==> config.mk <==
export PLATFORM = sky130hd
export DESIGN_NAME = alu_mul_seq
export DESIGN_NICKNAME = d
export VERILOG_FILES = /design/src/rtl/alu_mul_seq_pkg.sv /design/src/rtl/alu_mul_seq.sv
export SDC_FILE = /design/constraint.sdc
export NUM_CORES = 1
export LEC_CHECK = 0
export CAP_MARGIN = 20
export CORE_MARGIN = 8
export CORE_UTILIZATION = 45
export CTS_BUF_LIST = sky130_fd_sc_hd__clkbuf_4 sky130_fd_sc_hd__clkbuf_8
export DETAILED_ROUTE_END_ITERATION = 10
export GPL_TIMING_DRIVEN = 0
export PLACE_DENSITY_LB_ADDON = 0.05
export SLEW_MARGIN = 20
export SYNTH_ARGS = -nofsm -noshare
export SYNTH_HDL_FRONTEND = slang
export SYNTH_SLANG_ARGS = --single-unit
export TNS_END_PERCENT = 10
==> constraint.sdc <==
create_clock -name clock -period 3 [get_ports clock]
set_input_delay 0.3 -clock clock [delete_from_list [all_inputs] [get_ports clock]]
set_output_delay 0.3 -clock clock [all_outputs]
set_load 0.01 [all_outputs]
==> src/rtl/alu_mul_seq_pkg.sv <==
// Shared ALU control codes and state encoding for the sequential multiplier.
// The ALU itself lives in the parent; only its {zx,nx,zy,ny,f,no} pin codes are defined here.
package alu_mul_seq_pkg;

    localparam logic [5:0] ALU_ADD  = 6'b000010;
    localparam logic [5:0] ALU_ZERO = 6'b101010;
    localparam logic [5:0] ALU_X    = 6'b001100;

    typedef enum logic [1:0] {
        IDLE = 2'd0,
        DBL  = 2'd1,
        ADD  = 2'd2,
        DONE = 2'd3
    } state_t;

endpackage

==> src/rtl/alu_mul_seq.sv <==
// Unsigned 16x16 shift-and-add multiplier, MSB first, that borrows the shared Hack ALU
// for every addition (doubling acc+acc, then acc+a when the multiplier bit is set).
module alu_mul_seq
    import alu_mul_seq_pkg::*;
#(
    parameter bit SKIP_ZERO_ADD = 1'b1
) (
    input  logic        clock,
    input  logic        reset_n,
    // Handshakes: a transfer happens on a rising edge where valid and ready are both high;
    // valid is never dropped before the transfer, and ready never depends on valid.
    input  logic        in_valid,
    output logic        in_ready,
    input  logic [15:0] a,
    input  logic [15:0] b,
    output logic        out_valid,
    input  logic        out_ready,
    output logic [15:0] product,
    output logic        ovf,
    output logic [15:0] alu_x,
    output logic [15:0] alu_y,
    output logic [5:0]  alu_ctl,
    input  logic [15:0] alu_out,
    output logic [1:0]  dbgState
);

    state_t      state;
    state_t      stateNext;
    logic [15:0] acc;
    logic [15:0] aQ;
    logic [15:0] bQ;
    logic [3:0]  idx;
    logic        ovfQ;
    logic        bitSet;
    logic        carry;

    assign bitSet = bQ[idx];
    // Carry out of the 16-bit add, recovered from operand and result sign bits.
    assign carry  = (alu_x[15] & alu_y[15]) | ((alu_x[15] | alu_y[15]) & ~alu_out[15]);

    always_comb begin
        stateNext = state;
        alu_ctl   = ALU_ZERO;
        alu_x     = 16'h0000;
        alu_y     = 16'h0000;
        case (state)
            IDLE: begin
                if (in_valid) stateNext = DBL;
            end
            DBL: begin
                alu_ctl = ALU_ADD;
                alu_x   = acc;
                alu_y   = acc;
                if (bitSet || !SKIP_ZERO_ADD) stateNext = ADD;
                else if (idx == 4'd0)         stateNext = DONE;
                else                          stateNext = DBL;
            end
            ADD: begin
                alu_ctl   = ALU_ADD;
                alu_x     = acc;
                alu_y     = bitSet ? aQ : 16'h0000;
                stateNext = (idx == 4'd0) ? DONE : DBL;
            end
            DONE: begin
                if (out_ready) stateNext = IDLE;
            end
            default: stateNext = IDLE;
        endcase
    end

    always_ff @(posedge clock or negedge reset_n) begin
        if (!reset_n) state <= IDLE;
        else          state <= stateNext;
    end

    always_ff @(posedge clock or negedge reset_n) begin
        if (!reset_n) begin
            acc  <= 16'h0000;
            aQ   <= 16'h0000;
            bQ   <= 16'h0000;
            idx  <= 4'd0;
            ovfQ <= 1'b0;
        end else begin
            case (state)
                IDLE: begin
                    if (in_valid) begin
                        aQ   <= a;
                        bQ   <= b;
                        acc  <= 16'h0000;
                        ovfQ <= 1'b0;
                        idx  <= 4'd15;
                    end
                end
                DBL: begin
                    acc  <= alu_out;
                    ovfQ <= ovfQ | acc[15];
                    // Skipped ADD: this doubling closes the bit, so step to the next one here.
                    if (stateNext == DBL) idx <= idx - 4'd1;
                end
                ADD: begin
                    acc  <= alu_out;
                    ovfQ <= ovfQ | carry;
                    if (idx != 4'd0) idx <= idx - 4'd1;
                end
                default: ;
            endcase
        end
    end

    assign in_ready  = (state == IDLE);
    assign out_valid = (state == DONE);
    assign product   = acc;
    assign ovf       = ovfQ;
    assign dbgState  = state;

endmodule

# --- Yosys cells after proc, flatten, opt, wreduce, memory -nomap -nowiden ---
# Index checks and enable logic that the tools add are counted.
classes:
  bitwise_logic: 7
  multipliers: 0
  order_cmp: 1
  mux: 19
  n_addsub: 1
  n_reduce_logical: 10
  n_div: 0
  eq_ne: 7
  n_shift: 0
ops:
  columns: ["operator", "count"]
  rows:
  - ["16-bit case mux with 2 select lines", 2]
  - ["16-bit two-way mux", 3]
  - ["4-bit two-way mux", 3]
  - ["4-bit case mux with 3 select lines", 1]
  - ["2-bit two-way mux", 4]
  - ["2-bit case mux with 4 select lines", 1]
  - ["6-bit two-way mux", 1]
  - ["2-bit inequality test, second input constant", 3]
  - ["2-bit AND reduction", 3]
  - ["4-bit by 5-bit less-than comparator with 1-bit output, second input constant", 1]
  - ["1-bit binary-select mux with 4-bit select", 1]
  - ["2-bit by 1-bit equality test with 1-bit output, second input constant", 2]
  - ["2-bit equality test, second input constant", 2]
  - ["4-bit logical NOT", 1]
  - ["1-bit OR", 4]
  - ["4-bit AND reduction", 1]
  - ["4-bit nonzero test", 1]
  - ["4-bit by 1-bit subtractor with 4-bit output, second input constant", 1]
  - ["1-bit case mux with 3 select lines", 1]
  - ["3-bit nonzero test", 1]
  - ["1-bit bitwise AND", 2]
  - ["2-bit logical NOT", 1]
  - ["1-bit two-way mux", 2]
  - ["2-bit nonzero test", 1]
  - ["2 further kinds", 2]
totals:
  mem_count: 0
  mem_bits_rw: 0
  output_inout_bits: 59
  inputBits: 52
  latchBits: 0
  elab_cells: 51
  rom_bits: 0
  regBits: 55

# --- Logic depth before layout (Yosys ltp) ---
# Gate-level depths: netlist of the first run.
depth:
  depth_word: 9
  ltp_mapped: 8
  depth_no_buf: 7

# --- Worst setup path after synthesis of the first run ---
# Ideal clock, no wire load.
synth_path:
  path_kind: "flip-flop to output port"
  startpoint: "register idx[2]"
  endpoint: "output alu_y[11]"
  path_stages_with_launch: 8
  n_path_buf: 3
  setup_slack_ns: 0.565
  arrival_time_ns: 2.135
  required_time_ns: 2.700
  cell_sequence: "dfrtp_1 > buf_6 > mux4_2 > mux4_2 > and3_4 > buf_6 > buf_6 > a22o_1"
synth_via:
  elab_chain_cells: 4
synth_lines:
  columns: ["element", "line_no", "text"]
  rows:
  - ["start: declaration", "alu_mul_seq.sv:32", "logic [3:0] idx;"]
  - ["start signal: assignment", "alu_mul_seq.sv:98", "if (stateNext == DBL) idx <= idx - 4'd1;"]
  - ["start signal: assignment", "alu_mul_seq.sv:103", "if (idx != 4'd0) idx <= idx - 4'd1;"]
  - ["1-bit binary-select mux with 4-bit select", "alu_mul_seq.sv:37", "assign bitSet = bQ[idx];"]
  - ["1-bit two-way mux (implied by the code)", "alu_mul_seq.sv:37", null]
  - ["16-bit two-way mux", "alu_mul_seq.sv:61", "alu_y = bitSet ? aQ : 16'h0000;"]
  - ["16-bit case mux with 2 select lines", "alu_mul_seq.sv:46", "case (state)"]
  - ["end: declaration", "alu_mul_seq.sv:21", "output logic [15:0] alu_y,"]
# No other way between the ends. The select of a mux whose other input is x is not followed.

# --- Worst setup path in the final report of the first run ---
# Same ends and word-level chain as after synthesis.

==> results of run 1 <==
[layout make-up]
type | instances | area [µm²] | share of cell area
buffer | 18 | 106.4 | 0.02652
clock buffer | 5 | 68.82 | 0.01716
clock inverter | 2 | 37.54 | 0.009360
inverter | 6 | 22.52 | 0.005616
multi-input combinational | 144 | 1254 | 0.3126
sequential | 55 | 1376 | 0.3432
tap | 75 | 93.84 | 0.02340
timing repair buffer | 110 | 1051 | 0.2621
[power groups by stage]
stage	clock network [mW]	registers [mW]	logic (mW)
finish	0.483	1.35	2.41
global route	0.524	1.40	2.62
CTS	0.496	1.35	2.42
detailed placement	0	1.36	2.46
global placement	0	1.35	2.41
floorplan	0	1.34	1.37
[cells by family after synthesis]
group	count (synthesis)
mux	38
buf+inv	26
compound gates	51
fa+ha+maj	7
flops	55
other cells	2
simple gates	44
[repair_timing]
action / in CTS / in global routing
gates cloned: 0 / 1
endpoints found under the setup margin: 16 / 16
gates resized for setup: 47 / 2
setup buffers: 1 / 2
hold endpoints to repair: 0 / 0
[cell usage after synthesis (all sizes together) (3+ instances only)]
master / number / share of area
dfrtp: 55 / 0.50
mux2: 33 / 0.13
a22o: 32 / 0.10
and2: 18 / 0.041
buf: 12 / 0.031
clkbuf: 8 / 0.011
ha: 7 / 0.032
nor2: 7 / 0.0095
inv: 6 / 0.0082
nand2: 6 / 0.0082
mux4: 5 / 0.041
nor3: 5 / 0.0091
a21oi: 4 / 0.0072
o21ai: 4 / 0.0072
nand2b: 3 / 0.0068
[layer usage]
layer	share of wire	GRT usage	wire [µm]
met1	0.43	0.2242	3296
met2	0.47	0.2758	3596
met3	0.091	0.06429	701
met4	0.015	0.04888	112
met5	0	0	0
[critical path, cell delays in order (launching register included)]
cell and delay [ps]:
dfrtp_1 350, buf_6 140, mux4_2 520, mux4_2 510, and3_4 270, clkbuf_16 170
a22o_1 170, buf_2 140
[per-stage QoR]
step                      worst slack [ps]  hold slack [ps]  instance area, µm²  instances  utilization
after global placement              -63.06            483.3                3924        406       0.6627
final                                127.3            31.49                4010        415       0.6773
after global routing                 48.63            72.13                4010        415       0.6773
after floorplan                      564.8            4.409                2769        225            -
after CTS                            37.16            69.25                3975        413       0.6714
after detailed placement            -70.12            403.6                3921        406       0.6623
[sequential cells by signal (all words and copies together), names as in the netlist]
name and flops:
aQ 16, bQ 16, product 16, idx 4
dbgState 2, ovf 1
[path summary, 6_finish.rpt]
path | from | to | slack [ps] | cells after the start
setup reg to reg | idx[2] | idx[0] | 530 | 7
min in group clock | bQ[2] | bQ[2] | 510 | 1
hold / removal | reset_n | bQ[14] | 30 | 1
setup / recovery | idx[2] | alu_y[11] | 130 | 7
max in group asynchronous | reset_n | aQ[4] | 2490 | 1
hold reg to reg | bQ[2] | bQ[2] | 510 | 1
==> run metrics, run 1 <==
post-synth cell types=36; Max Cap Viol=0; Pleak=1.772 nW; Routed WL per cell=around 19 µm; Post-Synth Simple-Gate Area=0.08700; Tightest Pin Transition=around 750 ps; total CTS buffers=5; critical-path maximum fanout=9; placer congestion estimate=around 0.82; Sw Pwr=roughly 1.6 mW; status=completed; CTS tree=yes; initial antenna violation count=0; vias in the first global route=about 2400; nets=399; async set-or-reset flop fraction in the synthesized netlist=1.000; global-route usage over all layers=0.1763; Mapped Avg Cell Area=about 12 µm²; CTS clk-pin slew, worst paths=approximately 100 ps; sw frac=0.3780; layout cells sized above 1=0.2088; leading cell type in the layout, fill and taps excluded=clkdlybuf4s50_1; Hold Violations, Final=0; DR iter-0 viols=47; Initial Util=0.4664; Seq pwr share=0.319; Yosys warning total=0; number of I/O pins=between 100 and 150; VDD IR max=approximately 0.56 mV; Max-slew headroom=0.5013; CTS Sinks=55; PwrDens=approximately 1100 nW/µm²; Cell Int Power=roughly 2.6 mW; Synth Flop Type=dfrtp_1; Die Span X=94.34 µm; Comb pwr share=0.568; Antenna diodes=0; Compound-Gate Fraction of Synth Area=0.1545; CTS Buffer Depth=2; PortBufs=106; first-pass GRT wire length=~12000 µm; Cell Rows=28; dpl hpwl=just under 6000 µm; core area=between 5000 and 6000 µm²; largest net degree at the start of global routing=56; Max Fclk=roughly 0.35 GHz; fin crit period=between 2000 and 3000 ps; startpoint types=flop; Clk Latency, worst-skew pair=~300 ps; Layout Skew=around 6.7 ps; DRT antenna net count=0; kind of critical path=reg -> out; sequential area share after synthesis=0.4984; Filler cells=~480; Tot Pwr=around 4.2 mW; Final setup viols=0; htree depth=2; post-synthesis mux area share=0.1754; gate count of the mapped netlist=around 220; total iterations of the first detailed-routing run=4; most frequent cells in the layout=clkdlybuf4s50_1, dfrtp_1, mux2_2, a22o_1, and2_1; hold_buf cts=0; crit end category=output pin; worst endpoint required time=2700 ps; number of synthesized flops with an enable pin=0; Post-Route WL=a little under 8000 µm; Hold WC Path Type=in -> async; DRC=0; synthesized area=2761 µm²; Slew Viols, Final=0; adder-cell share of the synthesized area=0.03172; Die Height=about 94 µm; Clk pwr share=0.114; Setup TNS=0 ps; period utilisation layout=0.9576; RSZ-0062 raised after global routing=no; #FFs+latches synth=55; DIE AREA=8899 µm²; main combinational cell family by area after synthesis=multiplexers; Root Buffer=clkbuf_8; crit path DAT=approximately 2600 ps; via-per-instance ratio=5.301; via count=2200; area grow syn2layout=45.22%; Synth Area in XOR/XNOR=0; Congestion Overflow GR=0
(Power assumes the default switching activity.)
==> run 2: changes to the inputs <==
--- a/config.mk
+++ b/config.mk
@@ -11,6 +11,7 @@
 export CTS_BUF_LIST = sky130_fd_sc_hd__clkbuf_4 sky130_fd_sc_hd__clkbuf_8
 export DETAILED_ROUTE_END_ITERATION = 10
 export GPL_TIMING_DRIVEN = 0
+export MAX_ROUTING_LAYER = met4
 export PLACE_DENSITY_LB_ADDON = 0.05
 export SLEW_MARGIN = 20
 export SYNTH_ARGS = -nofsm -noshare
==> run metrics, run 2 (synthesis gave the netlist of run 1 again) <==
status=completed; min setup slack post-route=118.1 ps (-9.134 ps); Cell Rows=28 (unchanged); Routed WL per cell=18.61 µm (+0.21%); startpoint types=flop; pre-CTS WS=-70.12 ps (unchanged); Die Span X=94.34 µm (unchanged); hold_buf cts=0 (unchanged); Finished Cell Area=4010 µm² (unchanged); dpl hpwl=5795 µm (unchanged); initial antenna violation count=0 (unchanged); first-pass GRT wire length=12370 µm (-0.28%); Max Fclk=0.3470 GHz (-0.32%); area grow syn2layout=45.22% (unchanged); CTS Buffer Depth=2 (unchanged); Clk Latency, worst-skew pair=300 ps (about the same); CTS Sinks=55 (unchanged); Post-Route WL=7722 µm (+0.21%); number of I/O pins=111 (unchanged); placer congestion estimate=0.8324 (+1.5%); Max-slew headroom=0.5069 (+0.005581); crit path DAT=2580 ps (about the same); total iterations of the first detailed-routing run=4 (unchanged); critical-path maximum fanout=9 (unchanged); Final setup viols=0 (unchanged); Initial Util=0.4664 (unchanged); kind of critical path=reg -> out; via-per-instance ratio=5.323 (+0.41%); Tightest Pin Transition=739.7 ps (-8.371 ps); Antenna diodes=0 (unchanged); DRT antenna net count=0 (unchanged); period utilisation layout=0.9606 (+0.003045); DR iter-0 viols=45 (-4.3%); DRC=0 (unchanged); CTS clk-pin slew, worst paths=100 ps (about the same); global-route usage over all layers=0.1820 (+0.005663); Root Buffer=clkbuf_8; DIE AREA=8899 µm² (unchanged); Die Height=94.34 µm (unchanged); Pleak=1.772 nW (unchanged); total CTS buffers=5 (unchanged); Hold WC Path Type=in -> async; Max Cap Viol=0 (unchanged); nets=399 (unchanged); Congestion Overflow GR=0 (unchanged); layout cells sized above 1=0.2088 (unchanged); VDD IR max=0.5570 mV (-0.24%); Layout Skew=6.518 ps (-0.1332 ps); largest net degree at the start of global routing=56 (unchanged); PortBufs=106 (unchanged); fin crit period=2882 ps (+9.134 ps); via count=2209 (+0.41%); leading cell type in the layout, fill and taps excluded=clkdlybuf4s50_1; Hold Violations, Final=0 (unchanged); htree depth=2 (unchanged); PwrDens=1059 nW/µm² (about the same); vias in the first global route=2375 (+0.25%); CTS tree=yes; Slew Viols, Final=0 (unchanged); Placement Cell Area=3921 µm² (unchanged); most frequent cells in the layout=clkdlybuf4s50_1, dfrtp_1, mux2_2, a22o_1, and2_1; core area=5921 µm² (unchanged); worst endpoint required time=2700 ps (about the same); RSZ-0062 raised after global routing=no; Tot Pwr=4.245 mW (about the same); crit end category=output pin
==> run 2: per-layer routing <==
metal / vias to the layer above / part of all wire / GRT usage
met1: 1077 / 0.45 / 0.2321
met2: 85 / 0.46 / 0.2752
met4: 0 / 0.015 / 0.04888
met5: - / 0 / -
met3: 8 / 0.076 / 0.05317
li1: 1039 / - / -
==> run 2: worst max-delay path: stages, from the launching register on <==
cell and delay, ps:
dfrtp_1 350, buf_6 140, mux4_2 520, mux4_2 510
and3_4 270, clkbuf_16 170, a22o_1 170, buf_2 140
==> run 2: area by class of cell <==
class                      instances  area [µm²]
clock buffer                       5       68.82
clock inverter                     2       37.54
timing repair buffer             110        1051
multi-input combinational        144        1254
buffer                            18       106.4
sequential                        55        1376
inverter                           6       22.52
tap                               75       93.84
fill                             477        1911
==> run 2: worst paths after layout <==
kind                       startpoint          end  slack (ps)  depth (start not counted)
setup reg to reg               idx[2]       idx[0]         530                          7
setup / recovery               idx[2]    alu_y[11]         120                          7
min in group clock              aQ[3]        aQ[3]         510                          1
max in group asynchronous     reset_n  product[12]        2490                          1
hold reg to reg                 aQ[3]        aQ[3]         510                          1
hold / removal                reset_n       bQ[14]          30                          1
==> run 2: power breakdown <==
group	switching, mW	internal [mW]	leakage, nW
logic	1.11	1.30	1.07
registers	0.257	1.10	0.656
clock network	0.238	0.244	0.0502
total	1.61	2.64	1.77
==> run 2: timing repair <==
action,CTS,global route
setup endpoints to repair,16,16
buffers inserted,1,2
endpoints found under the hold margin,0,0
gates cloned,0,1
resized for setup,47,2
==> run 2: through the flow <==
step / utilization / hold WS [ps] / TNS, ps / std cells
after floorplan: - / 4.409 / 0 / 225
after global placement: 0.6627 / 483.3 / -3753 / 406
after detailed placement: 0.6623 / 403.6 / -524.4 / 406
after CTS: 0.6714 / 69.25 / 0 / 413
after global routing: 0.6773 / 64.44 / 0 / 415
final: 0.6773 / 27.56 / 0 / 415
==> run 3: changes to the inputs <==
--- a/config.mk
+++ b/config.mk
@@ -5,14 +5,16 @@
 export SDC_FILE = /design/constraint.sdc
 export NUM_CORES = 1
 export LEC_CHECK = 0
-export CAP_MARGIN = 20
+export CAP_MARGIN = 0
 export CORE_MARGIN = 8
 export CORE_UTILIZATION = 45
 export CTS_BUF_LIST = sky130_fd_sc_hd__clkbuf_4 sky130_fd_sc_hd__clkbuf_8
+export CTS_CLUSTER_DIAMETER = 100
 export DETAILED_ROUTE_END_ITERATION = 10
 export GPL_TIMING_DRIVEN = 0
 export MAX_ROUTING_LAYER = met4
 export PLACE_DENSITY_LB_ADDON = 0.05
+export SKIP_LAST_GASP = 1
 export SLEW_MARGIN = 20
 export SYNTH_ARGS = -nofsm -noshare
 export SYNTH_HDL_FRONTEND = slang
==> run metrics, run 3 (synthesis gave the netlist of run 1 again) <==
R2R setup slack=500 ps (-30 ps); met3 usage=0.05317 (unchanged); Max Cap Viol=0 (unchanged); CTS clk-pin slew, worst paths=100 ps (about the same); dpl hpwl=5795 µm (unchanged); CTS tree=yes; max incr delay on CP=530 ps (about the same); kind of critical path=reg -> out; total iterations of the first detailed-routing run=4 (unchanged); Tot Pwr=4.251 mW (+0.14%); Hold WC Path Type=in -> async; first-pass GRT wire length=12350 µm (-0.16%); Crit path max-delay family=multiplexers; critical-path maximum fanout=9 (unchanged); PortBufs=106 (unchanged); CTS Sinks=55 (unchanged); Die Height=94.34 µm (unchanged); final instance count without filler cells=413 (-0.48%); worst endpoint required time=2700 ps (about the same); Slew Viols, Final=0 (unchanged); Post-Place Cells=406 (unchanged); core area=5921 µm² (unchanged); Post-Route WL=7697 µm (-0.32%); Clk Latency, worst-skew pair=300 ps (about the same); min setup slack post-route=-144.5 ps (-262.7 ps); fin crit period=3145 ps (+262.7 ps); Routed WL per cell=18.64 µm (+0.16%); crit end category=output pin; Hold Violations, Final=0 (unchanged); DRT antenna net count=0 (unchanged); DRC=0 (unchanged); Buffers & Inverters on Critical Path=3 (unchanged); total CTS buffers=5 (unchanged); VDD IR max=0.5573 mV (about the same); RR Endpoint=idx[0]; Congestion Overflow GR=0 (unchanged); Crit. Startpoint=idx[2]; Filler cells=480 (+0.63%); Max-slew headroom=0.5087 (+0.001824); startpoint types=flop; crit-path cells=buf_6, mux4_2, mux4_2, and3_4, buf_6, a22o_1, clkdlybuf4s50_1; via count=2191 (-0.81%); Tightest Pin Transition=737.0 ps (-2.736 ps); layout cells sized above 1=0.1746 (-0.03427); Critical R2R Launch=idx[2]; Max Fclk=0.3180 GHz (-8.4%); most used routing layer=met2; Reg area=1376 µm² (unchanged); htree depth=2 (unchanged); Antenna diodes=0 (unchanged); PwrDens=1057 nW/µm² (-0.14%); RSZ-0062 raised after global routing=yes; area grow syn2layout=45.63%; leading cell type in the layout, fill and taps excluded=clkdlybuf4s50_1; number of I/O pins=111 (unchanged); Initial Util=0.4664 (unchanged); met2 usage=0.2752 (unchanged); failing checks=negative setup slack; nets=397 (-0.50%); area of the multi-input gates=1254 µm² (unchanged); period utilisation layout=1.048 (+0.08756); met1 Use GR=0.2316 (-0.0004907); critical path's slowest cell=mux4_2; crit path DAT=2840 ps (+260 ps); Root Buffer=clkbuf_8; vias in the first global route=2375 (unchanged); DR iter-0 viols=51 (+13%); Cell Rows=28 (unchanged); Final setup viols=14 (+14); status=finished, violations left; CTS Buffer Depth=2 (unchanged); Worst Reg-to-Reg Cells=7 (unchanged); placer congestion estimate=0.8324 (unchanged); via-per-instance ratio=5.305 (-0.33%); Die Span X=94.34 µm (unchanged); hold_buf cts=0 (unchanged); global-route usage over all layers=0.1818 (about the same); DIE AREA=8899 µm² (unchanged); largest net degree at the start of global routing=56 (unchanged); initial antenna violation count=0 (unchanged); Layout Skew=6.991 ps (+0.4737 ps); Pleak=1.778 nW (+0.36%); most frequent cells in the layout=clkdlybuf4s50_1, dfrtp_1, mux2_2, a22o_1, and2_1
-- run 3: cell types whose count changed in the layout (fill, tap and decap cells not counted), sizes merged --
cell,change
dlygate4sd2,+5
clkdlybuf4s50,+4
dlymetal6s2s,+1
buf,-11
clkbuf,-1
-- run 3: per-stage QoR --
step                      hold slack, ps  setup TNS [ps]    util  setup WS (ps)  instance area, µm²
after floorplan                    4.409               0       -          564.8                2769
after global placement             483.3           -3753  0.6627         -63.06                3924
after detailed placement           403.6          -524.4  0.6623         -70.12                3921
after CTS                          69.25           -1755  0.6788         -153.8                4019
after global routing               64.44           -2671  0.6792         -220.5                4021
final                              28.23           -1556  0.6792         -144.5                4021
-- run 3: how the worst max path moves through the flow --
| stage | depth (start not counted) | slack (ps) | end |
|---|---|---|---|
| 2_1_floorplan | 7 | 560 | alu_y[11] |
| 6_report | 7 | -140 | alu_y[13] |
| 3_5_place_dp | 8 | -70 | alu_y[12] |
| 3_3_place_gp | 1 | -60 | product[13] |
| 4_1_cts | 7 | -150 | alu_y[6] |
| 5_1_grt | 7 | -220 | alu_y[1] |
-- run 3: timing repair --
item / in CTS / in global routing
endpoints found under the setup margin: 16 / 16
resized for setup: 12 / 1
setup buffers: 1 / 0
-- run 3: routing by layer --
metal | routed length [µm] | vias to the layer above | share of wire
met5 | 0 | - | 0
met4 | 112 | 0 | 0.015
met3 | 585 | 8 | 0.076
met2 | 3594 | 77 | 0.47
met1 | 3404 | 1074 | 0.44
li1 | - | 1032 | -
-- run 3: power breakdown --
group	leakage [nW]	switching, mW	internal (mW)
clock	0.0502	0.238	0.244
sequential	0.656	0.257	1.10
combinational	1.07	1.11	1.31
total	1.78	1.60	2.65
-- run 3: cell type report --
cell class / instances / area share
sequential: 55 / 0.3423
multi-input combinational: 144 / 0.3118
timing repair buffer: 107 / 0.2623
buffer: 19 / 0.02831
tap: 75 / 0.02334
clock buffer: 5 / 0.01711
clock inverter: 2 / 0.009334
inverter: 6 / 0.005600
-- run 3: worst register-to-register path: cells and delay by family (launching register included) --
family	cells	cell delay [ps]
mux	2	1040
simple gates	1	200
compound gates	2	460
buf+inv	2	330
flops	1	350
